===== src/rtl/rr_arbiter32.sv =====
// ============================================================================
// Module   : rr_arbiter32
// Brief    : 32-way round-robin arbiter; holds each grant until done.
//            Optional grant-hold timeout enabled by macro ARB_TIMEOUT_EN.
// Revision : 1.0
// ============================================================================
`default_nettype none

module rr_arbiter32 #(
    parameter int TIMEOUT = 16
) (
    input  logic        clk,
    input  logic        reset,
    input  logic [31:0] req,
    input  logic        done,
    output logic [4:0]  sel,
    output logic [31:0] gnt,
    output logic        valid,
    output logic        timeout
);

    typedef enum logic [0:0] {
        IDLE  = 1'b0,
        GRANT = 1'b1
    } state_t;

    state_t      r_state;
    state_t      w_state_nxt;
    logic [4:0]  r_sel;
    logic [4:0]  w_sel_nxt;
    logic [4:0]  r_ptr;
    logic [4:0]  w_ptr_nxt;
    logic        w_release;
    logic        w_force;
    logic [31:0] w_cand;
    logic [4:0]  w_start;
    logic [4:0]  w_win;
    logic [4:0]  w_idx;
    logic        w_found;

    if (TIMEOUT < 2 || TIMEOUT > 255) begin : g_timeout_range
        $error("rr_arbiter32: TIMEOUT must be within 2..255");
    end

    assign w_release = (r_state == GRANT) && (done || w_force);
    // On release the search restarts after the holder, whose own request is masked out.
    assign w_start   = w_release ? (r_sel + 5'd1) : r_ptr;
    assign w_cand    = (r_state == GRANT) ? (req & ~(32'd1 << r_sel)) : req;

    // Descending scan so the last hit is the first requester in search order.
    always_comb begin
        w_found = 1'b0;
        w_win   = w_start;
        w_idx   = w_start;
        for (int i = 31; i >= 0; i--) begin
            w_idx = w_start + 5'(i);
            if (w_cand[w_idx]) begin
                w_found = 1'b1;
                w_win   = w_idx;
            end
        end
    end

    always_comb begin
        w_state_nxt = r_state;
        w_sel_nxt   = r_sel;
        w_ptr_nxt   = r_ptr;
        case (r_state)
            IDLE: begin
                if (w_found) begin
                    w_state_nxt = GRANT;
                    w_sel_nxt   = w_win;
                end
            end
            GRANT: begin
                if (w_release) begin
                    w_ptr_nxt = r_sel + 5'd1;
                    if (w_found) begin
                        w_sel_nxt = w_win;
                    end else begin
                        w_state_nxt = IDLE;
                    end
                end
            end
            default: w_state_nxt = IDLE;
        endcase
    end

    always_ff @(posedge clk or posedge reset) begin
        if (reset) begin
            r_state <= IDLE;
            r_sel   <= 5'd0;
            r_ptr   <= 5'd0;
        end else begin
            r_state <= w_state_nxt;
            r_sel   <= w_sel_nxt;
            r_ptr   <= w_ptr_nxt;
        end
    end

`ifdef ARB_TIMEOUT_EN
    logic [7:0] r_hold;
    logic       r_timeout;

    // A simultaneous done wins: that edge is an ordinary release, not a timeout.
    assign w_force = (r_state == GRANT) && !done && (r_hold == 8'(TIMEOUT - 1));

    always_ff @(posedge clk or posedge reset) begin
        if (reset) begin
            r_hold    <= 8'd0;
            r_timeout <= 1'b0;
        end else begin
            r_timeout <= w_force;
            r_hold    <= ((r_state == GRANT) && !w_release) ? (r_hold + 8'd1) : 8'd0;
        end
    end

    assign timeout = r_timeout;
`else
    assign w_force = 1'b0;
    assign timeout = 1'b0;
`endif

    assign valid = (r_state == GRANT);
    assign sel   = r_sel;
    assign gnt   = valid ? (32'd1 << r_sel) : 32'd0;

endmodule

`default_nettype wire


===== config.mk =====
export PLATFORM = sky130hd
export DESIGN_NAME = rr_arbiter32
export DESIGN_NICKNAME = d
export VERILOG_FILES = /design/src/rtl/rr_arbiter32.sv
export SDC_FILE = /design/constraint.sdc
export NUM_CORES = 1
export LEC_CHECK = 0
export ABC_AREA = 1
export CELL_PAD_IN_SITES_DETAIL_PLACEMENT = 0
export CELL_PAD_IN_SITES_GLOBAL_PLACEMENT = 2
export CORE_ASPECT_RATIO = 1.25
export CORE_UTILIZATION = 30
export CTS_CLUSTER_SIZE = 24
export DETAILED_ROUTE_END_ITERATION = 16
export HOLD_SLACK_MARGIN = 0.12
export MAX_ROUTING_LAYER = met4
export PLACE_DENSITY_LB_ADDON = 0.1
export SYNTH_ARGS = -nofsm -noshare
export SYNTH_HDL_FRONTEND = slang
export SYNTH_SLANG_ARGS = --single-unit

===== constraint.sdc =====
create_clock -name clk -period 10.3 [get_ports clk]
set_clock_uncertainty 0.15 [all_clocks]
set_input_delay 2.575 -clock clk [delete_from_list [all_inputs] [get_ports clk]]
set_output_delay 2.575 -clock clk [all_outputs]
set_load 0.05 [all_outputs]

### After elaboration in Yosys (flattened, before gate mapping)

Index checks and enable logic that the tools add are counted.

* logic and storage cells: 210
* register bits: 11

* reductions and logical operators: 1
* shift-type cells: 1
* equal/unequal tests: 1
* muxes and demuxes: 137
* add/subtract/negate cells: 32
* magnitude comparators: 32
* bitwise logic cells: 3

Operator list (number)
* < comparator 5 x 6 -> 1 bit, second input constant: 32
* 2-to-1 mux 5 bit: 35
* binary-select mux 1 bit (select 5 bit): 32
* adder 5 bit, second input constant: 16
* 2-to-1 mux 1 bit: 66
* 2-to-1 mux 32 bit: 2
* adder 5 x 4 -> 5 bit, second input constant: 8
* bitwise AND 32 bit: 1
* inverter 32 bit: 1
* left shift 1 x 5 -> 32 bit, first input constant: 1
* adder 5 x 3 -> 5 bit, second input constant: 4
* adder 5 x 1 -> 5 bit, second input constant: 2
* adder 5 x 2 -> 5 bit, second input constant: 2
* one-hot mux 5 bit (2 select lines): 1
* inequality test 2 x 1 -> 1 bit, second input constant: 1
* one-hot mux 1 bit (2 select lines): 1
* logical AND 1 bit: 1
* inverter 1 bit: 1

### Longest topological paths before layout

Gate-level depths: netlist (run 1).

* depth after elaboration: 41
* mapped depth: 54

### Worst setup path after synthesis (run 1)

OpenSTA, ideal clock, no wires.

* path type: input to register
* from: in done
* to: reg r_sel[3] (netlist: sel[3])
* stages on the path: 52
* arrival time: 6.476 ns
* data required time: 10.032 ns
* path buffers: 3
* slack: 3.557 ns
* cells stage by stage: nand2_4 > inv_4 > nand2_2 > nand2_4 > clkinv_1 > clkbuf_1 > ha_1 > clkbuf_1 > inv_1 > clkbuf_1 > nand3_1 > nand3_1 > nand3_1 > nand2_2 > inv_2 > nand2_2 > o21ai_1 > inv_2 > [... 16 more ...] > nand2_1 > nand2_1 > nand2_1 > nand2_1 > nand2_1 > nand2_1 > nand2_1 > nand2_1 > nand2_1 > nand2_1 > nand2_1 > nand2_1 > nand2_1 > nand2_1 > nand2_1 > nand2_1 > nand2_1 > nand2_1

* cells in the longest elaborated chain, start to end: 40
* elaborated cells on any way between the ends: 165
* those cells by class: add/sub (31); eq/ne (1); mux (132); reduce/logical (1)

RTL lines
* start: declaration: line 15 `input logic done,`
* logical AND 1 bit *: line 45 `assign w_release = (r_state == GRANT) && (done || w_force);`
* 2-to-1 mux 5 bit *
* net w_idx[2]: line 38 `logic [4:0] w_idx;`
* adder 5 bit: line 56 `w_idx = w_start + 5'(i);`
* binary-select mux 1 bit (select 5 bit): line 57 `if (w_cand[w_idx]) begin`
* 2-to-1 mux 1 bit (not written as such): line 57
* 2-to-1 mux 5 bit or 2-to-1 mux 1 bit (tied branches) (32 in series): line 57
* 2-to-1 mux 5 bit *: line 70, 78
* 2-to-1 mux 5 bit: line 76 `if (w_release) begin`
* one-hot mux 5 bit (2 select lines) *: line 68 `case (r_state)`
* end signal: assignment: line 96 `r_sel <= w_sel_nxt;`
* end: declaration: line 29 `logic [4:0] r_sel;`

Mark *: on every way through the listed nets, which the timed path passes. The rest lies on a longest branch. The select of a mux whose other input is x is not followed.
A chain may end at the register's enable or synchronous reset.

### Worst setup path in the final report (run 1)

* from: in done
* to: reg r_sel[0] (netlist: sel[0])

* cells in the longest elaborated chain, start to end: 40
* elaborated cells on any way between the ends: 165
* those cells by class: add/sub (31); eq/ne (1); mux (132); reduce/logical (1)

RTL lines (line)
* logical AND 1 bit *: 45
* 2-to-1 mux 5 bit
* adder 5 bit: 56
* binary-select mux 1 bit (select 5 bit): 57
* 2-to-1 mux 1 bit (not written as such): 57
* 2-to-1 mux 5 bit or 2-to-1 mux 1 bit (tied branches) (32 in series): 57
* 2-to-1 mux 5 bit: 70, 78
* 2-to-1 mux 5 bit: 76
* one-hot mux 5 bit (2 select lines): 68

Mark *: on every way between the ends. The rest lies on a longest branch, timed or not. The select of a mux whose other input is x is not followed.

==> results by group, run 1 <==
Global route
  • Vias in the first global route: between 6000 and 7000
  • Maximum number of pins on one net before global-route repair: 38
  • Initial antenna violation count: 0
  • Total global routing overflow: 0
  • All-layer global routing usage: 0.296
  • Global-route wire length before repair: 38.5 mm

Yosys
  • Share of cell area taken by muxes after synthesis: 0
  • Synth Register Bits: 11
  • Area leader, netlist: sky130_fd_sc_hd__nand3_1
  • Cell count after synthesis: 1012
  • Commonest register cell after synthesis: sky130_fd_sc_hd__dfrtp_1
  • FFs w/ async S/R, synth: 1.00
  • Most numerous cell types in the synthesized netlist: sky130_fd_sc_hd__nand2_1, sky130_fd_sc_hd__nand3_1, sky130_fd_sc_hd__inv_1
  • Count of cell types in the netlist: 43
  • Largest family of logic cells by synthesized area: simple AND/OR/NAND/NOR gates
  • Average cell area after synthesis: just over 5 sq um
  • Biggest area contributors in the synthesized netlist: sky130_fd_sc_hd__nand3_1, sky130_fd_sc_hd__nand2_1, sky130_fd_sc_hd__inv_1, sky130_fd_sc_hd__a21oi_1, sky130_fd_sc_hd__dfrtp_1
  • Post-synthesis share of cell area spent on full adders, half adders and majority gates: 0.0459
  • Fraction of the mapped netlist area in compound gates: 0.138
  • Syn Std Cell Area: 0.00518 sq mm
  • Top cell type's share of synthesized area: 0.262
  • Synth warnings: 0
  • Most numerous cell in the Yosys netlist: sky130_fd_sc_hd__nand2_1
  • Post-synth EDFFs: 0
  • Sequential share of the synthesized area: 0.0531
  • Parity-gate share of the synthesized area counting xor and xnor cells: 0.0591
  • Nets in the synthesized netlist: 1066
  • Simple-Gate Fraction of Synth Area: 0.566

Timing
  • Final critical delay including setup and external delays: 8140 ps
  • Final-report hold violation count: 0
  • Final number of max-transition violations: 0
  • Unrepaired setup endpoints after global routing: false
  • Max transition margin: 0.277
  • Worst hold margin: 372 ps
  • Setup_tns: 0 ps
  • Final setup violation count: 0
  • Transition time at the pin with the least slew margin: 1070 ps
  • Upper clock frequency limit: 123 MHz
  • Share of the cycle needed by the critical path after routing: 0.790

Job
  • Count of max-cap constraint violations: 0

Final layout
  • Number of non-filler instances in the completed layout: 1287
  • Area grow syn2layout: 18.7%
  • Number of diodes: 0
  • Net count of the finished layout: 1122
  • Final instance area: about 0.006 sq mm
  • Share of layout cells above drive strength 1: 0.0590

Die
  • Full die area: about 0.018 sq mm
  • Floorplan die height: 149 um
  • CORE AREA: 0.0168 sq mm
  • Initial Utilization: 0.308
  • Row Count: 53
  • Boundary pin count: 74
  • Horizontal die dimension: around 120 um

Detailed routing
  • Detail Route Antenna Nets: 0
  • Initial detailed-routing violation count: 527
  • Vias: 6955
  • Metal1 wirelength: 11.2 mm
  • Met2 wirelength from detailed routing: 12.7 mm
  • DRC violation count after routing: 0
  • Vias per Instance: 5.40
  • First-pass DRT Iterations: 5
  • Total wire length after detailed routing: about 26 mm
  • Routed length per placed instance: between 20 and 25 um
  • Highest layer used for signal routing: met4
  • Wire length on met3: 1.16 mm

Placement
  • Gp weighted congestion: about 0.95
  • Number of cells after detailed placement: about 1300
  • Instance area after placement: around 0.006 sq mm
  • Half-perimeter wire length after placement: about 21 mm
  • Number of input and output port buffers inserted: 72

Critical path
  • Sort of element at the end of the critical path: register
  • Setup CP Type: in2reg
  • Max FO, Critical Path: 30
  • Top cell by count, worst path: sky130_fd_sc_hd__nand2_1
  • Largest stage delay on the critical path: 690 ps
  • Startpoint Class: input port
  • CP Data Arrival Time: 8070 ps
  • Max stage delay cell, worst path: sky130_fd_sc_hd__xor2_2
  • Critical path data required time: 10230 ps

Clock network
  • Latest clock arrival within the worst-skew pair: 240 ps
  • Resized Gates After CTS: 0
  • Clock tree from TritonCTS: done
  • Clock sink count: 11
  • Clock transition at the registers of the reported paths: approximately 40 ps
  • Buffers inserted by post-CTS timing repair: 0
  • Max Root-Sink Buffers: 2
  • Hold buffer count at CTS: 0
  • Deepest level of the CTS H-tree: 1
  • Root buffer cell: sky130_fd_sc_hd__clkbuf_16
  • Number of clock buffers inserted by TritonCTS: 3

Worst hold path
  • Class of the worst hold path: reg2reg

Outcome
  • Result of the run: finished, final reports clean
## area by class of cell
class                      instances  area [sq um]
clock buffer                       4          78.8
tap                              220           275
timing repair buffer              83           803
fill                            2011         10700
sequential                        11           275
inverter                         139           527
multi-input combinational        830          4190
## flip-flops by register name, indices dropped and copies added (netlist names)
register / flops
r_ptr: 5
valid: 1
sel: 5
## through the flow
stage               setup slack, ps  utilization
finish                         2160        0.365
global route                   1610        0.365
CTS                            2230        0.365
detailed placement             2020        0.361
global placement               2010        0.361
floorplan                      3560            -
## path summary, 6_finish.rpt
kind                                         to  cells after the start  slack, ps            startpoint
max                          sel[0]$_DFFE_PP0P_                     29       2160                  done
min                        r_ptr[0]$_DFFE_PP0P_                      2        370  r_ptr[0]$_DFFE_PP0P_
max reg2reg                  sel[0]$_DFFE_PP0P_                     30       4170    sel[0]$_DFFE_PP0P_
min reg2reg                r_ptr[0]$_DFFE_PP0P_                      2        370  r_ptr[0]$_DFFE_PP0P_
max in group asynchronous    sel[3]$_DFFE_PP0P_                      2       7220                 reset
min in group asynchronous  r_ptr[0]$_DFFE_PP0P_                      2       2480                 reset
## routing by layer
layer / up-vias / GRT usage
met5: - / -
met4: 0 / 0.0944
met3: 37 / 0.0115
met2: 245 / 0.517
met1: 3228 / 0.366
li1: 3445 / -
## critical path: cells and delay by family
kind | cells | cell delay [ps]
buffers and inverters | 4 | 1040
AND/OR/NAND/NOR | 12 | 1160
AO/OA/AOI/OAI | 10 | 2030
XOR/XNOR | 2 | 810
adder cells (fa/ha/maj) | 1 | 410
## cells in the final DEF (no fill, tap or decap), types with 2 or more instances in the layout
cell,Yosys,final
sky130_fd_sc_hd__nor2_4,2,2
sky130_fd_sc_hd__nand3_2,4,4
sky130_fd_sc_hd__inv_4,2,2
sky130_fd_sc_hd__inv_2,11,11
sky130_fd_sc_hd__o21ai_0,12,12
sky130_fd_sc_hd__ha_1,19,19
sky130_fd_sc_hd__o21ai_4,2,2
sky130_fd_sc_hd__xnor2_1,6,6
sky130_fd_sc_hd__clkinv_1,2,2
sky130_fd_sc_hd__nand3_1,271,271
sky130_fd_sc_hd__o21a_1,2,2
sky130_fd_sc_hd__dfrtp_1,11,11
sky130_fd_sc_hd__nand2_1,301,301
sky130_fd_sc_hd__nand4_1,6,6
sky130_fd_sc_hd__o21bai_1,2,2
sky130_fd_sc_hd__a31oi_1,11,11
sky130_fd_sc_hd__nand2_2,10,10
sky130_fd_sc_hd__nor4_1,3,3
sky130_fd_sc_hd__a21oi_1,77,77
sky130_fd_sc_hd__clkdlybuf4s50_1,0,72
sky130_fd_sc_hd__buf_4,8,11
sky130_fd_sc_hd__o21ai_1,14,14
sky130_fd_sc_hd__xnor2_2,3,3
sky130_fd_sc_hd__xor2_2,5,5
sky130_fd_sc_hd__clkbuf_16,0,3
sky130_fd_sc_hd__nand2_4,4,4
sky130_fd_sc_hd__or2_1,2,2
sky130_fd_sc_hd__nor2_1,49,49
sky130_fd_sc_hd__inv_1,124,124
sky130_fd_sc_hd__nor3_1,2,2
sky130_fd_sc_hd__o21ai_2,2,2
sky130_fd_sc_hd__xor2_1,11,11
sky130_fd_sc_hd__or2_2,2,2
## cells by family (layout without fill, tap and decap cells)
logic type / Yosys count / count (layout)
AND/OR/NAND/NOR: 656 / 656
AO/OA/AOI/OAI: 128 / 128
flip-flops: 11 / 11
buffers and inverters: 171 / 226
adder cells (fa/ha/maj): 19 / 19
XOR/XNOR: 26 / 26
other: 1 / 1
Power of run 1 is not shown: default switching activity piles up to over one toggle a cycle in this logic, so the estimate is an artifact.
==> run 2, diff against run 1 <==
--- a/config.mk
+++ b/config.mk
@@ -9,7 +9,7 @@
 export CELL_PAD_IN_SITES_DETAIL_PLACEMENT = 0
 export CELL_PAD_IN_SITES_GLOBAL_PLACEMENT = 2
 export CORE_ASPECT_RATIO = 1.25
-export CORE_UTILIZATION = 30
+export CORE_UTILIZATION = 25
 export CTS_CLUSTER_SIZE = 24
 export DETAILED_ROUTE_END_ITERATION = 16
 export HOLD_SLACK_MARGIN = 0.12
==> constraint.sdc (replaced) <==
create_clock -name clk -period 7 [get_ports clk]
set_clock_uncertainty 0.15 [all_clocks]
set_input_delay 1.75 -clock clk [delete_from_list [all_inputs] [get_ports clk]]
set_output_delay 1.75 -clock clk [all_outputs]
set_load 0.05 [all_outputs]
==> run 2 against run 1 <==
Global-route usage fell by 2.9 points. Register-to-register slack got worse by 2500 ps. First-iteration DRC count decreased by 14%. Cell area up 4.8%. Critical path type unchanged. Largest cell class unchanged.
==> results by group, run 2 (same netlist as run 1, synthesis figures left out) <==
Outcome
  • Result of the run: finished, final reports clean (unchanged)

Timing
  • Upper clock frequency limit: about 150 MHz
  • Final-report hold violation count: 0 (unchanged)
  • Setup_tns: 0 ps (unchanged)
  • Share of the cycle needed by the critical path after routing: 0.942
  • Unrepaired setup endpoints after global routing: false (unchanged)
  • Worst hold margin: 371 ps (was 372 ps)
  • Smallest setup slack after layout: 407 ps (was 2160 ps)
  • Final setup violation count: 0 (unchanged)
  • Transition time at the pin with the least slew margin: 720 ps (was 1070 ps)
  • Final number of max-transition violations: 0 (unchanged)
  • Max transition margin: 0.518 (was 0.277)
  • Final critical delay including setup and external delays: 6590 ps

Placement
  • Number of input and output port buffers inserted: 72 (unchanged)
  • Instance area after placement: 0.00635 sq mm (was 0.00607 sq mm)
  • Worst setup slack before clock tree synthesis: 186 ps (was 2020 ps)
  • Gp weighted congestion: 0.998 (was 0.947)
  • Half-perimeter wire length after placement: 23.7 mm (was 21.3 mm)

Global route
  • Initial antenna violation count: 1 (was 0)
  • Global-route wire length before repair: 40.6 mm (was 38.5 mm)
  • Vias in the first global route: 6502 (was 6441)
  • Maximum number of pins on one net before global-route repair: 37 (was 38)
  • Total global routing overflow: 0 (unchanged)
  • All-layer global routing usage: 0.267 (was 0.296)

Critical path
  • Setup slack of the most critical reg-to-reg path: 1630 ps (was 4170 ps)
  • Max stage delay cell, worst path: sky130_fd_sc_hd__clkdlybuf4s50_1 (was sky130_fd_sc_hd__xor2_2)
  • Worst R2R Path Depth: 30 (unchanged)
  • Top cell by count, worst path: sky130_fd_sc_hd__nand2_1 (unchanged)
  • RR Endpoint: sel[0]$_DFFE_PP0P_ (unchanged)
  • Crit path from: done (unchanged)
  • Startpoint Class: input port (unchanged)
  • Max FO, Critical Path: 11 (was 30)
  • CP Data Arrival Time: 6560 ps (was 8070 ps)
  • Critical path data required time: 6970 ps (was 10230 ps)
  • Setup CP Type: in2reg (unchanged)
  • Destination of the critical timing path: sel[0]$_DFFE_PP0P_ (unchanged)
  • Sort of element at the end of the critical path: register (unchanged)
  • Largest stage delay on the critical path: 500 ps (was 690 ps)
  • Launching point of the worst reg2reg path: sel[3]$_DFFE_PP0P_ (was sel[0]$_DFFE_PP0P_)

Die
  • Row Count: 58 (was 53)
  • Full die area: 0.0213 sq mm (was 0.0178 sq mm)
  • Initial Utilization: 0.256 (was 0.308)
  • Horizontal die dimension: 131 um (was 120 um)
  • Floorplan die height: 163 um (was 149 um)
  • CORE AREA: 0.0202 sq mm (was 0.0168 sq mm)
  • Boundary pin count: 74 (unchanged)

Clock network
  • Deepest level of the CTS H-tree: 1 (unchanged)
  • Max Root-Sink Buffers: 2 (unchanged)
  • Number of clock buffers inserted by TritonCTS: 3 (unchanged)
  • Clock sink count: 11 (unchanged)
  • Clock tree from TritonCTS: done (unchanged)
  • Root buffer cell: sky130_fd_sc_hd__clkbuf_16 (unchanged)
  • Clock transition at the registers of the reported paths: 40 ps (about the same)
  • Latest clock arrival within the worst-skew pair: 240 ps (about the same)

Final layout
  • Share of layout cells above drive strength 1: 0.0858 (was 0.0590)
  • Area grow syn2layout: 24.3% (was 18.7%)
  • Commonest non-fill, non-tap cells in the layout: sky130_fd_sc_hd__nand2_1, sky130_fd_sc_hd__nand3_1, sky130_fd_sc_hd__inv_1, sky130_fd_sc_hd__a21oi_1, sky130_fd_sc_hd__clkdlybuf4s50_1 (unchanged)
  • Number of diodes: 0 (unchanged)
  • Net count of the finished layout: 1150 (was 1122)
  • Final instance area: 0.00644 sq mm (was 0.00615 sq mm)
  • Most common cell after layout, fill and taps aside: sky130_fd_sc_hd__nand2_1 (unchanged)

Detailed routing
  • Initial detailed-routing violation count: 455 (was 527)
  • Detail Route Antenna Nets: 0 (unchanged)
  • DRC violation count after routing: 0 (unchanged)
  • Routed length per placed instance: 20.4 um (was 20.1 um)
  • First-pass DRT Iterations: 5 (unchanged)
  • Vias per Instance: 5.03 (was 5.40)
  • Vias: 6860 (was 6955)
  • Total wire length after detailed routing: 27.8 mm (was 25.9 mm)

Worst hold path
  • Number of instances on the worst hold path: 2 (unchanged)
  • Class of the worst hold path: reg2reg (unchanged)

Job
  • Count of max-cap constraint violations: 0 (unchanged)
run 2: cell count changes in the layout (fill, tap and decap cells not counted), sizes merged:
cell      delta
buf         +28
clkbuf       -1
clkinv       +1
clkinvlp     +1
inv          -1
run 2: final cells by class:
| cell class | count | area [sq um] |
|---|---|---|
| Fill cell | 2379 | 13800 |
| Multi-Input combinational cell | 830 | 4200 |
| Timing Repair Buffer | 111 | 1030 |
| Inverter | 139 | 531 |
| Tap cell | 270 | 338 |
| Sequential cell | 11 | 275 |
| Clock buffer | 3 | 75.1 |
| Clock inverter | 1 | 5.00 |
run 2: how the worst min path moves through the flow:
stage	slack [ps]	to	startpoint
floorplan	340	r_ptr[0]$_DFFE_PP0P_	r_ptr[0]$_DFFE_PP0P_
global placement	350	r_ptr[0]$_DFFE_PP0P_	r_ptr[0]$_DFFE_PP0P_
detailed placement	360	r_ptr[0]$_DFFE_PP0P_	r_ptr[0]$_DFFE_PP0P_
CTS	370	r_ptr[0]$_DFFE_PP0P_	r_ptr[0]$_DFFE_PP0P_
global route	390	r_ptr[0]$_DFFE_PP0P_	r_ptr[0]$_DFFE_PP0P_
finish	370	r_ptr[0]$_DFFE_PP0P_	r_ptr[0]$_DFFE_PP0P_
run 2: per-layer routing:
layer,routed length [um],global-route usage,vias up
met1,12200,0.321,3185
li1,-,-,3492
met5,0,-,-
met2,14100,0.475,155
met3,725,0.0161,28
met4,791,0.0763,0
run 2: timing repair:
| action | 4_1_cts | 5_1_grt |
|---|---|---|
| buffers inserted | 0 | 1 |
| setup endpoints to repair | 0 | 3 |
| hold buffers | 0 | 0 |
| resized for setup | 0 | 2 |
run 2: metrics by stage:
step                      utilization  std cells
after floorplan                     -       1012
after global placement          0.314       1360
after detailed placement        0.314       1360
after CTS                       0.318       1364
after global routing            0.318       1365
final                           0.318       1365
run 2: critical path, delay by kind of cell:
family,cells,cell delay [ps]
adders and majority gates,1,370
xor gates and xnor gates,1,220
AOI/OAI and AO/OA,10,1310
buffers and inverters,4,900
and+or+nand+nor,15,1980
Power of run 2 is left out for the same reason.
